[src/rtl/mips_mem_pkg.sv]
// Shared sizing and entry type for the store buffer between EX/MEM and datamem.
package mips_mem_pkg;

   localparam int SB_DEPTH = 4;
   localparam int ADDR_W   = 32;
   localparam int DATA_W   = 32;

   typedef struct packed {
      logic [ADDR_W-1:0] addr;
      logic [DATA_W-1:0] data;
   } sb_entry_t;

endpackage

[src/rtl/sb_fifo.sv]
// Circular store queue: push at tail, pop at head, and a youngest-first view of
// every entry (index 0 = most recently pushed) for the load forwarding comparator.
module sb_fifo #(
   parameter int DEPTH = 4,
   parameter int AW    = 32,
   parameter int DW    = 32
) (
   input  logic                      clk,
   input  logic                      reset,
   input  logic                      push,
   input  logic [AW-1:0]             push_addr,
   input  logic [DW-1:0]             push_data,
   input  logic                      pop,
   output logic                      full,
   output logic                      empty,
   output logic [AW-1:0]             head_addr,
   output logic [DW-1:0]             head_data,
   output logic [DEPTH-1:0]          yng_vld,
   output logic [DEPTH-1:0][AW-1:0]  yng_addr,
   output logic [DEPTH-1:0][DW-1:0]  yng_data
);

   localparam int PW = $clog2(DEPTH);
   localparam int CW = $clog2(DEPTH + 1);

   logic [AW-1:0] addr_mem [DEPTH];
   logic [DW-1:0] data_mem [DEPTH];
   logic [PW-1:0] head;
   logic [PW-1:0] tail;
   logic [CW-1:0] count;

   // Entry storage carries no reset; validity is derived from count alone.
   always_ff @(posedge clk) begin
      if (push) begin
         addr_mem[tail] <= push_addr;
         data_mem[tail] <= push_data;
      end
   end

   always_ff @(posedge clk) begin
      if (reset) begin
         head  <= '0;
         tail  <= '0;
         count <= '0;
      end else begin
         if (push) tail <= tail + 1'b1;
         if (pop)  head <= head + 1'b1;
         case ({push, pop})
            2'b10:   count <= count + 1'b1;
            2'b01:   count <= count - 1'b1;
            default: count <= count;
         endcase
      end
   end

   assign full      = (count == CW'(DEPTH));
   assign empty     = (count == '0);
   assign head_addr = addr_mem[head];
   assign head_data = data_mem[head];

   always_comb begin
      yng_vld  = '0;
      yng_addr = '0;
      yng_data = '0;
      for (int k = 0; k < DEPTH; k++) begin
         yng_vld[k]  = (CW'(k) < count);
         yng_addr[k] = addr_mem[tail - PW'(k + 1)];
         yng_data[k] = data_mem[tail - PW'(k + 1)];
      end
   end

endmodule

[src/rtl/store_buffer.sv]
// Store buffer in front of single-port datamem: loads win the port, stores drain in
// idle cycles, and loads hitting a pending store are forwarded (youngest match).
module store_buffer
   import mips_mem_pkg::*;
#(
   parameter int DEPTH = SB_DEPTH,
   parameter int AW    = ADDR_W,
   parameter int DW    = DATA_W
) (
   input  logic          clk,
   input  logic          reset,
   input  logic          st_valid,
   input  logic [AW-1:0] st_addr,
   input  logic [DW-1:0] st_data,
   output logic          st_stall,
   input  logic          ld_req,
   input  logic [AW-1:0] ld_addr,
   output logic          ld_stall,
   output logic [DW-1:0] ld_rdata,
   output logic          sb_empty,
   output logic          MemWrite,
   output logic          MemRead,
   output logic [AW-1:0] Addr,
   output logic [DW-1:0] Wdata,
   input  logic [DW-1:0] Rdata
);

   logic                     full;
   logic                     empty;
   logic [AW-1:0]            head_addr;
   logic [DW-1:0]            head_data;
   logic [DEPTH-1:0]         yng_vld;
   logic [DEPTH-1:0][AW-1:0] yng_addr;
   logic [DEPTH-1:0][DW-1:0] yng_data;

   logic          push;
   logic          drain;
   logic          rd;
   logic          ld_acc;
   logic          hit;
   logic [DW-1:0] hit_data;
   logic          fwd_q;
   logic [DW-1:0] fwd_data_q;

   assign push = st_valid && !full;

   sb_fifo #(
      .DEPTH (DEPTH),
      .AW    (AW),
      .DW    (DW)
   ) u_fifo (
      .clk       (clk),
      .reset     (reset),
      .push      (push),
      .push_addr (st_addr),
      .push_data (st_data),
      .pop       (drain),
      .full      (full),
      .empty     (empty),
      .head_addr (head_addr),
      .head_data (head_data),
      .yng_vld   (yng_vld),
      .yng_addr  (yng_addr),
      .yng_data  (yng_data)
   );

   // Scan oldest to youngest so the youngest match overwrites older ones.
   always_comb begin
      hit      = 1'b0;
      hit_data = '0;
      for (int k = DEPTH - 1; k >= 0; k--) begin
         if (yng_vld[k] && (yng_addr[k] == ld_addr)) begin
            hit      = 1'b1;
            hit_data = yng_data[k];
         end
      end
   end

   always_comb begin
      drain  = 1'b0;
      rd     = 1'b0;
      ld_acc = 1'b0;
      if (ld_req && full) begin
         drain = 1'b1;
      end else if (ld_req) begin
         ld_acc = 1'b1;
         if (hit) drain = !empty;
         else     rd    = 1'b1;
      end else begin
         drain = !empty;
      end
      // Discarded stores must never reach datamem, even in the reset cycle itself.
      if (reset) begin
         drain  = 1'b0;
         rd     = 1'b0;
         ld_acc = 1'b0;
      end
   end

   assign MemWrite = drain;
   assign MemRead  = rd;
   assign Addr     = drain ? head_addr : (rd ? ld_addr : '0);
   assign Wdata    = drain ? head_data : '0;
   assign st_stall = full;
   assign ld_stall = ld_req && full;
   assign sb_empty = empty;

   always_ff @(posedge clk) begin
      if (reset) begin
         fwd_q      <= 1'b0;
         fwd_data_q <= '0;
      end else if (ld_acc) begin
         fwd_q      <= hit;
         fwd_data_q <= hit_data;
      end
   end

   assign ld_rdata = fwd_q ? fwd_data_q : Rdata;

endmodule

[config.mk]
export PLATFORM = sky130hd
export DESIGN_NAME = store_buffer
export DESIGN_NICKNAME = d
export VERILOG_FILES = /design/src/rtl/mips_mem_pkg.sv /design/src/rtl/sb_fifo.sv /design/src/rtl/store_buffer.sv
export SDC_FILE = /design/constraint.sdc
export NUM_CORES = 1
export LEC_CHECK = 0
export BUFFER_PORTS_ARGS = -buffer_cell sky130_fd_sc_hd__buf_2
export CORE_ASPECT_RATIO = 1.2
export CORE_MARGIN = 10
export CORE_UTILIZATION = 40
export CTS_BUF_LIST = sky130_fd_sc_hd__clkbuf_4 sky130_fd_sc_hd__clkbuf_8
export DETAILED_ROUTE_END_ITERATION = 10
export HOLD_SLACK_MARGIN = 0.03
export PLACE_DENSITY = 0.64
export RECOVER_POWER = 100
export SYNTH_ARGS = -nofsm -noshare
export SYNTH_HDL_FRONTEND = slang
export SYNTH_SLANG_ARGS = --single-unit
[constraint.sdc]
create_clock -name clk -period 5.7 [get_ports clk]
set_input_delay 0.285 -clock clk [delete_from_list [all_inputs] [get_ports clk]]
set_output_delay 0.285 -clock clk [all_outputs]
set_load 0.02 [all_outputs]
==> results of run 1 <==
per-stage QoR:
stage | instances | hold WS [ns] | power [mW] | setup WS [ns] | instance area [um2]
final | 2882 | 0.420 | 8.75 | 0.169 | 26200
after global routing | 2881 | 0.413 | 9.13 | 0.00438 | 26200
after CTS | 2880 | 0.336 | 8.79 | 0.0643 | 26400
after detailed placement | 2718 | 0.452 | 6.62 | 0.787 | 24600
after global placement | 2718 | 0.442 | 6.59 | 0.873 | 24600
after floorplan | 1912 | 0.384 | 5.44 | 0.00199 | 23000
worst reg2reg max path, stage by stage, from the launching register on:
cell	delay, ns
dfxtp_4	0.36
buf_12	0.35
buf_4	0.63
mux2i_1	0.30
a32o_1	0.27
or4_1	0.41
or4_1	0.60
nor3b_4	0.24
clkbuf_2	0.75
and2_0	0.25
clkbuf_2	0.72
o311a_1	0.31
o21ai_0	0.07
flip-flops by register name (all words and copies together), names as in the netlist, named ones only:
name,flops
u_fifo.addr_mem,128
u_fifo.data_mem,128
fwd_data_q,32
u_fifo.count,3
u_fifo.head,2
u_fifo.tail,2
fwd_q,1
power by group through the flow:
stage / Combinational (mW) / Sequential [mW] / Clock, mW
after floorplan: 2.72 / 2.72 / 0
after global placement: 3.67 / 2.92 / 0
after detailed placement: 3.68 / 2.94 / 0
after CTS: 3.74 / 2.89 / 2.15
after global routing: 3.96 / 2.93 / 2.24
final: 3.75 / 2.90 / 2.11
path summary, 6_finish.rpt:
check,startpoint,end
worst min register to register,fwd_data_q[23],fwd_data_q[23]
worst max register to register,u_fifo.tail[0],fwd_data_q[5]
worst min-delay path,st_data[21],u_fifo.data_mem[2][21]
worst max-delay path,register,Addr[28]
cell usage in the layout, fill, tap and decap left out, types with 67 or more instances in the layout:
cell type / netlist / routed
edfxtp_1: 256 / 256
mux4_2: 201 / 201
nand2_1: 169 / 169
mux2i_1: 159 / 159
clkbuf_1: 130 / 136
xnor2_1: 85 / 85
o21ai_0: 50 / 78
mux2_2: 76 / 76
buf_2: 28 / 72
dlygate4sd3_1: 0 / 67
final cells by class:
cell class / count / area (um2) / share of cell area
Multi-Input combinational cell: 1383 / 13500 / 0.514
Sequential cell: 300 / 8590 / 0.327
Timing Repair Buffer: 352 / 2100 / 0.0799
Tap cell: 735 / 920 / 0.0350
Clock buffer: 69 / 868 / 0.0331
Clock inverter: 26 / 219 / 0.00834
Inverter: 16 / 60.1 / 0.00229
Antenna cell: 1 / 2.50 / 0.0000954
kinds of logic (layout without fill, tap and decap cells):
kind of cell / Yosys count / after routing / share of synthesized area
xor+xnor: 107 / 107 / 0.0411
flops: 300 / 300 / 0.373
buf+inv: 229 / 463 / 0.0459
simple gates: 442 / 442 / 0.0971
compound gates: 387 / 387 / 0.134
other cells: 0 / 1 / 0
mux: 438 / 438 / 0.304
fa+ha+maj: 9 / 9 / 0.00490
routing by layer:
| layer | global-route usage | share of wire | vias to the layer above |
|---|---|---|---|
| met5 | 0 | 0.00029 | - |
| met4 | 0.106 | 0.045 | 4 |
| met3 | 0.0475 | 0.077 | 210 |
| met2 | 0.438 | 0.50 | 1033 |
| met1 | 0.299 | 0.37 | 9710 |
| li1 | - | - | 8140 |
what timing repair did:
| action | 4_1_cts | 5_1_grt |
|---|---|---|
| hold buffers | 67 | 0 |
| gates resized for setup | 0 | 4 |
| buffers inserted | 0 | 1 |
| setup endpoints to repair | 0 | 41 |
| endpoints found under the hold margin | 263 | 0 |
==> results.cfg, run 1 <==
[run_status]
status = complete, but fails checks
violations = capacitance limit, slew limit

[pwr]
clock_power_share = 0.241
ir_worst_vdd_mv = 0.204
power_frac_comb = 0.428
switching_share = 0.396
leakage_nw = 8.24
p_seq_frac = 0.331
switchingPower_mw = 3.46
power_density_mw_per_mm2 = 333
intPower_mw = 5.29

[floorplan]
rows = 96
fp.dieH_um = 283
initial_utilization = 0.403
die_area_mm2 = 0.0675
coreArea_mm2 = 0.0571
die_w_um = 239
io_pins = 233

[sta]
tightestPinTransition_ns = 3.23
setup_tns_ns = 0
min_period_over_period = 0.970
max_freq_ghz = 0.181
period_minus_slack_ns = 5.53
rsz0062_at_grt = false
slew_headroom = -1.15
timing.final.hold_violations = 0
setup_viol = 0
slew_viol_final = 256
clock_skew_ns = 0.0410

[worst_setup_path]
cp.depth = 11
crit_fanout = 48
crit_buf_inv = 3
r2r_slack_ns = 0.33
crit_chain = buf_4 > mux2i_1 > o22ai_1 > a211o_1 > a221o_1 > or3b_1 > or4_1 > nand4b_4 > buf_12 > a32o_1 > buf_2
rr_worst_depth = 12
worst_setup_path_end_kind = output port
timing_worst_setup_path_type = register to output port
startpoint_type = register
slowest_delay_ns = 0.73
required_ns = 5.41
crit_slowest_cell = dfxtp_4
cpLargestDelayFamily = simple AND/OR/NAND/NOR gates
cp.arrival_ns = 5.25

[yosys]
yosys.area.top_type_share = 0.334
yosys-top-cells-count = 256 x edfxtp_1, 201 x mux4_2, 169 x nand2_1
syn-num-nets = 2053
synthTopCellsByArea = edfxtp_1 33%, mux4_2 20%, mux2i_1 6.9%
syn_avg_cell_area_um2 = 12.0
yosysWarnings = 0
ys_ff_latch = 300
synthesis.area_mm2 = 0.0230
synth.most_common_cell = edfxtp_1
postSynthCellCount = 1912
seq_area_frac_synth = 0.373
synth_edf_count = 256
ys.flop_type = edfxtp_1
yosysTopAreaCell = edfxtp_1
synth.distinct_cells = 78
async_reset_ff_frac = 0

[clock_tree]
clk_pin_slew_worst_paths_ns = 0.07
cts_max_level = 2
clock_latency_ns = 0.69
root_buffer = clkbuf_8
cts_sinks = 300
clock_path_buffers = 3
numCtsBuffers = 53
cts_tree = built

[global_routing]
grt_antenna_before_repair = 2
grt_overflow = 0
grt_pass1_vias = 19400
grt.total_usage = 0.251
grt_pass1_wl_um = 128000
grt_max_degree = 66

[drt]
drcViolationCount = 0
ant_nets = 0
drt_iter0_drc = 2267
wl_per_cell_um = 30.3
via_per_inst = 6.63
drt-pass1-iter-count = 5
vias = 19100
wirelength_um = 87300

[layout]
finish.utilization = 0.460
area_delta_synth_final_pct = 14.1
fin_nets = 2247
drive_gt1_frac = 0.254
fillers = 5232

[place]
io_buffers = 232
gp_congestion = 0.992
hpwl_um = 59900

[hold_path]
hold_depth = 2
min_path_type = input port to register

[run]
cap_violations = 6
(Power assumes the default switching activity.)
==> run 2, diff against run 1 <==
--- a/config.mk
+++ b/config.mk
@@ -8,11 +8,11 @@
 export BUFFER_PORTS_ARGS = -buffer_cell sky130_fd_sc_hd__buf_2
 export CORE_ASPECT_RATIO = 1.2
 export CORE_MARGIN = 10
-export CORE_UTILIZATION = 40
+export CORE_UTILIZATION = 35
 export CTS_BUF_LIST = sky130_fd_sc_hd__clkbuf_4 sky130_fd_sc_hd__clkbuf_8
 export DETAILED_ROUTE_END_ITERATION = 10
 export HOLD_SLACK_MARGIN = 0.03
-export PLACE_DENSITY = 0.64
+export PLACE_DENSITY = 0.58
 export RECOVER_POWER = 100
 export SYNTH_ARGS = -nofsm -noshare
 export SYNTH_HDL_FRONTEND = slang
==> run 2 against run 1 <==
The flow still finishes with violations (capacitance limit, slew limit). Largest power group unchanged. Maximum frequency hardly changed. Total power is 3.8% higher. Die area is 13% higher. Critical path type unchanged.
==> results.cfg, run 2 (same netlist as run 1, synthesis figures left out) <==
[pwr]
power_density_mw_per_mm2 = 342
leakage_nw = 8.23
ir_worst_vdd_mv = 0.192

[clock_tree]
clk_pin_slew_worst_paths_ns = 0.06
clock_latency_ns = 0.66
clock_path_buffers = 3
cts_sinks = 300
numCtsBuffers = 53
cts_tree = built
root_buffer = clkbuf_8
cts_max_level = 2

[layout]
diodes = 0
fillers = 6203
layout_common_cells = 256 x edfxtp_1, 201 x mux4_2, 169 x nand2_1
area_delta_synth_final_pct = 15.5
mostFrequentLayoutCell = edfxtp_1
fin_nets = 2253
postLayoutCellArea_mm2 = 0.0266
reg_top3 = u_fifo.addr_mem (128), u_fifo.data_mem (128), fwd_data_q (32)
drive_gt1_frac = 0.242
seqCellArea_mm2 = 0.00859
multi_input_area_mm2 = 0.0135

[global_routing]
grt_overflow = 0
grt.total_usage = 0.234
grt_pass1_wl_um = 133000
grt_max_degree = 121
grt_antenna_before_repair = 3
grt_pass1_vias = 19200

[sta]
timing.final.hold_violations = 0
max_freq_ghz = 0.181
setup_tns_ns = 0
period_minus_slack_ns = 5.53
setup_viol = 0
rsz0062_at_grt = false
slew_viol_final = 255
slew_headroom = -1.13
clock_skew_ns = 0.0287
min_period_over_period = 0.970
tightestPinTransition_ns = 3.20

[place]
dpl_cell_area_mm2 = 0.0248
hpwl_um = 62300
io_buffers = 232
gp_congestion = 0.986

[worst_setup_path]
slowest_delay_ns = 0.76
r2r_slack_ns = 0.32
timing_worst_setup_path_type = register to output port
cp.arrival_ns = 5.24
crit_chain = mux4_2 > xnor2_1 > nand2_1 > nor4_1 > or3b_1 > or4_1 > nand4b_4 > buf_12 > a32o_1 > clkbuf_2
required_ns = 5.41
crit_slowest_cell = or4_1
worst_setup_path_end_kind = output port
crit_fanout = 64
reg2reg_from = u_fifo.tail[1]
startpoint_type = register

[floorplan]
rows = 102
die_area_mm2 = 0.0764
initial_utilization = 0.355
coreArea_mm2 = 0.0648
die_w_um = 254
io_pins = 233
fp.dieH_um = 301

[drt]
drcViolationCount = 0
via_per_inst = 6.46
drt-pass1-iter-count = 5
wirelength_um = 93000
drt_iter0_drc = 1974
wl_per_cell_um = 31.2
ant_nets = 0
vias = 19300

[run_status]
violations = capacitance limit, slew limit
status = complete, but fails checks

[hold_path]
min_path_type = input port to register
worstHoldStart = ld_req

[run]
cap_violations = 6
[run 2: final cells by class]
cell class                      instances  area share
Sequential cell                       300       0.323
Timing Repair Buffer                  358      0.0826
Multi-Input combinational cell       1383       0.508
Tap cell                              832      0.0392
Clock inverter                         33      0.0148
Clock buffer                           61      0.0300
Inverter                               16     0.00226
[run 2: power by group]
group          total (mW)  internal, mW  switching [mW]
clock network        2.29          1.34           0.957
logic                3.87          1.59            2.28
registers            2.91          2.59           0.324
[run 2: final timing paths]
path | end | depth (start not counted)
setup / recovery | Addr[27] | 10
hold / removal | fwd_q | 4
setup reg to reg | u_fifo.addr_mem[3][15] | 5
hold reg to reg | fwd_data_q[24] | 2
[run 2: per-stage QoR]
stage	utilization	power (mW)	setup WS [ns]	instances	hold slack [ns]
6_report	0.410	9.08	0.173	2983	0.107
5_1_grt	0.410	9.45	0.0436	2983	0.122
4_1_cts	0.411	9.07	0.00217	2971	0.0797
3_5_place_dp	0.382	6.70	0.678	2810	0.439
3_3_place_gp	0.382	6.67	0.686	2810	0.438
2_1_floorplan	-	5.44	0.00199	1912	0.384
[run 2: timing repair]
item                                    CTS  global route
pin swaps                                 1             1
gates resized for setup                   0             4
buffers inserted                          1            11
gates cloned                              0             1
hold endpoints to repair                262             0
hold buffers                             66             0
endpoints found under the setup margin    2            47
[run 2: routing by layer]
layer / GRT usage / vias up / wire length (um) / part of all wire
li1: - / 8149 / - / -
met1: 0.288 / 9879 / 35400 / 0.38
met2: 0.403 / 1037 / 46500 / 0.50
met3: 0.0406 / 190 / 7170 / 0.077
met4: 0.0859 / 4 / 3900 / 0.042
met5: 0 / - / 32 / 0.00034
[run 2: critical path, delay by kind of cell (launching register included)]
family,cells,cell delay (ns)
AOI/OAI and AO/OA,1,0.44
xor gates and xnor gates,1,0.64
buffers and inverters,2,0.55
DFF,1,0.61
muxes,1,0.57
and+or+nand+nor,5,1.75
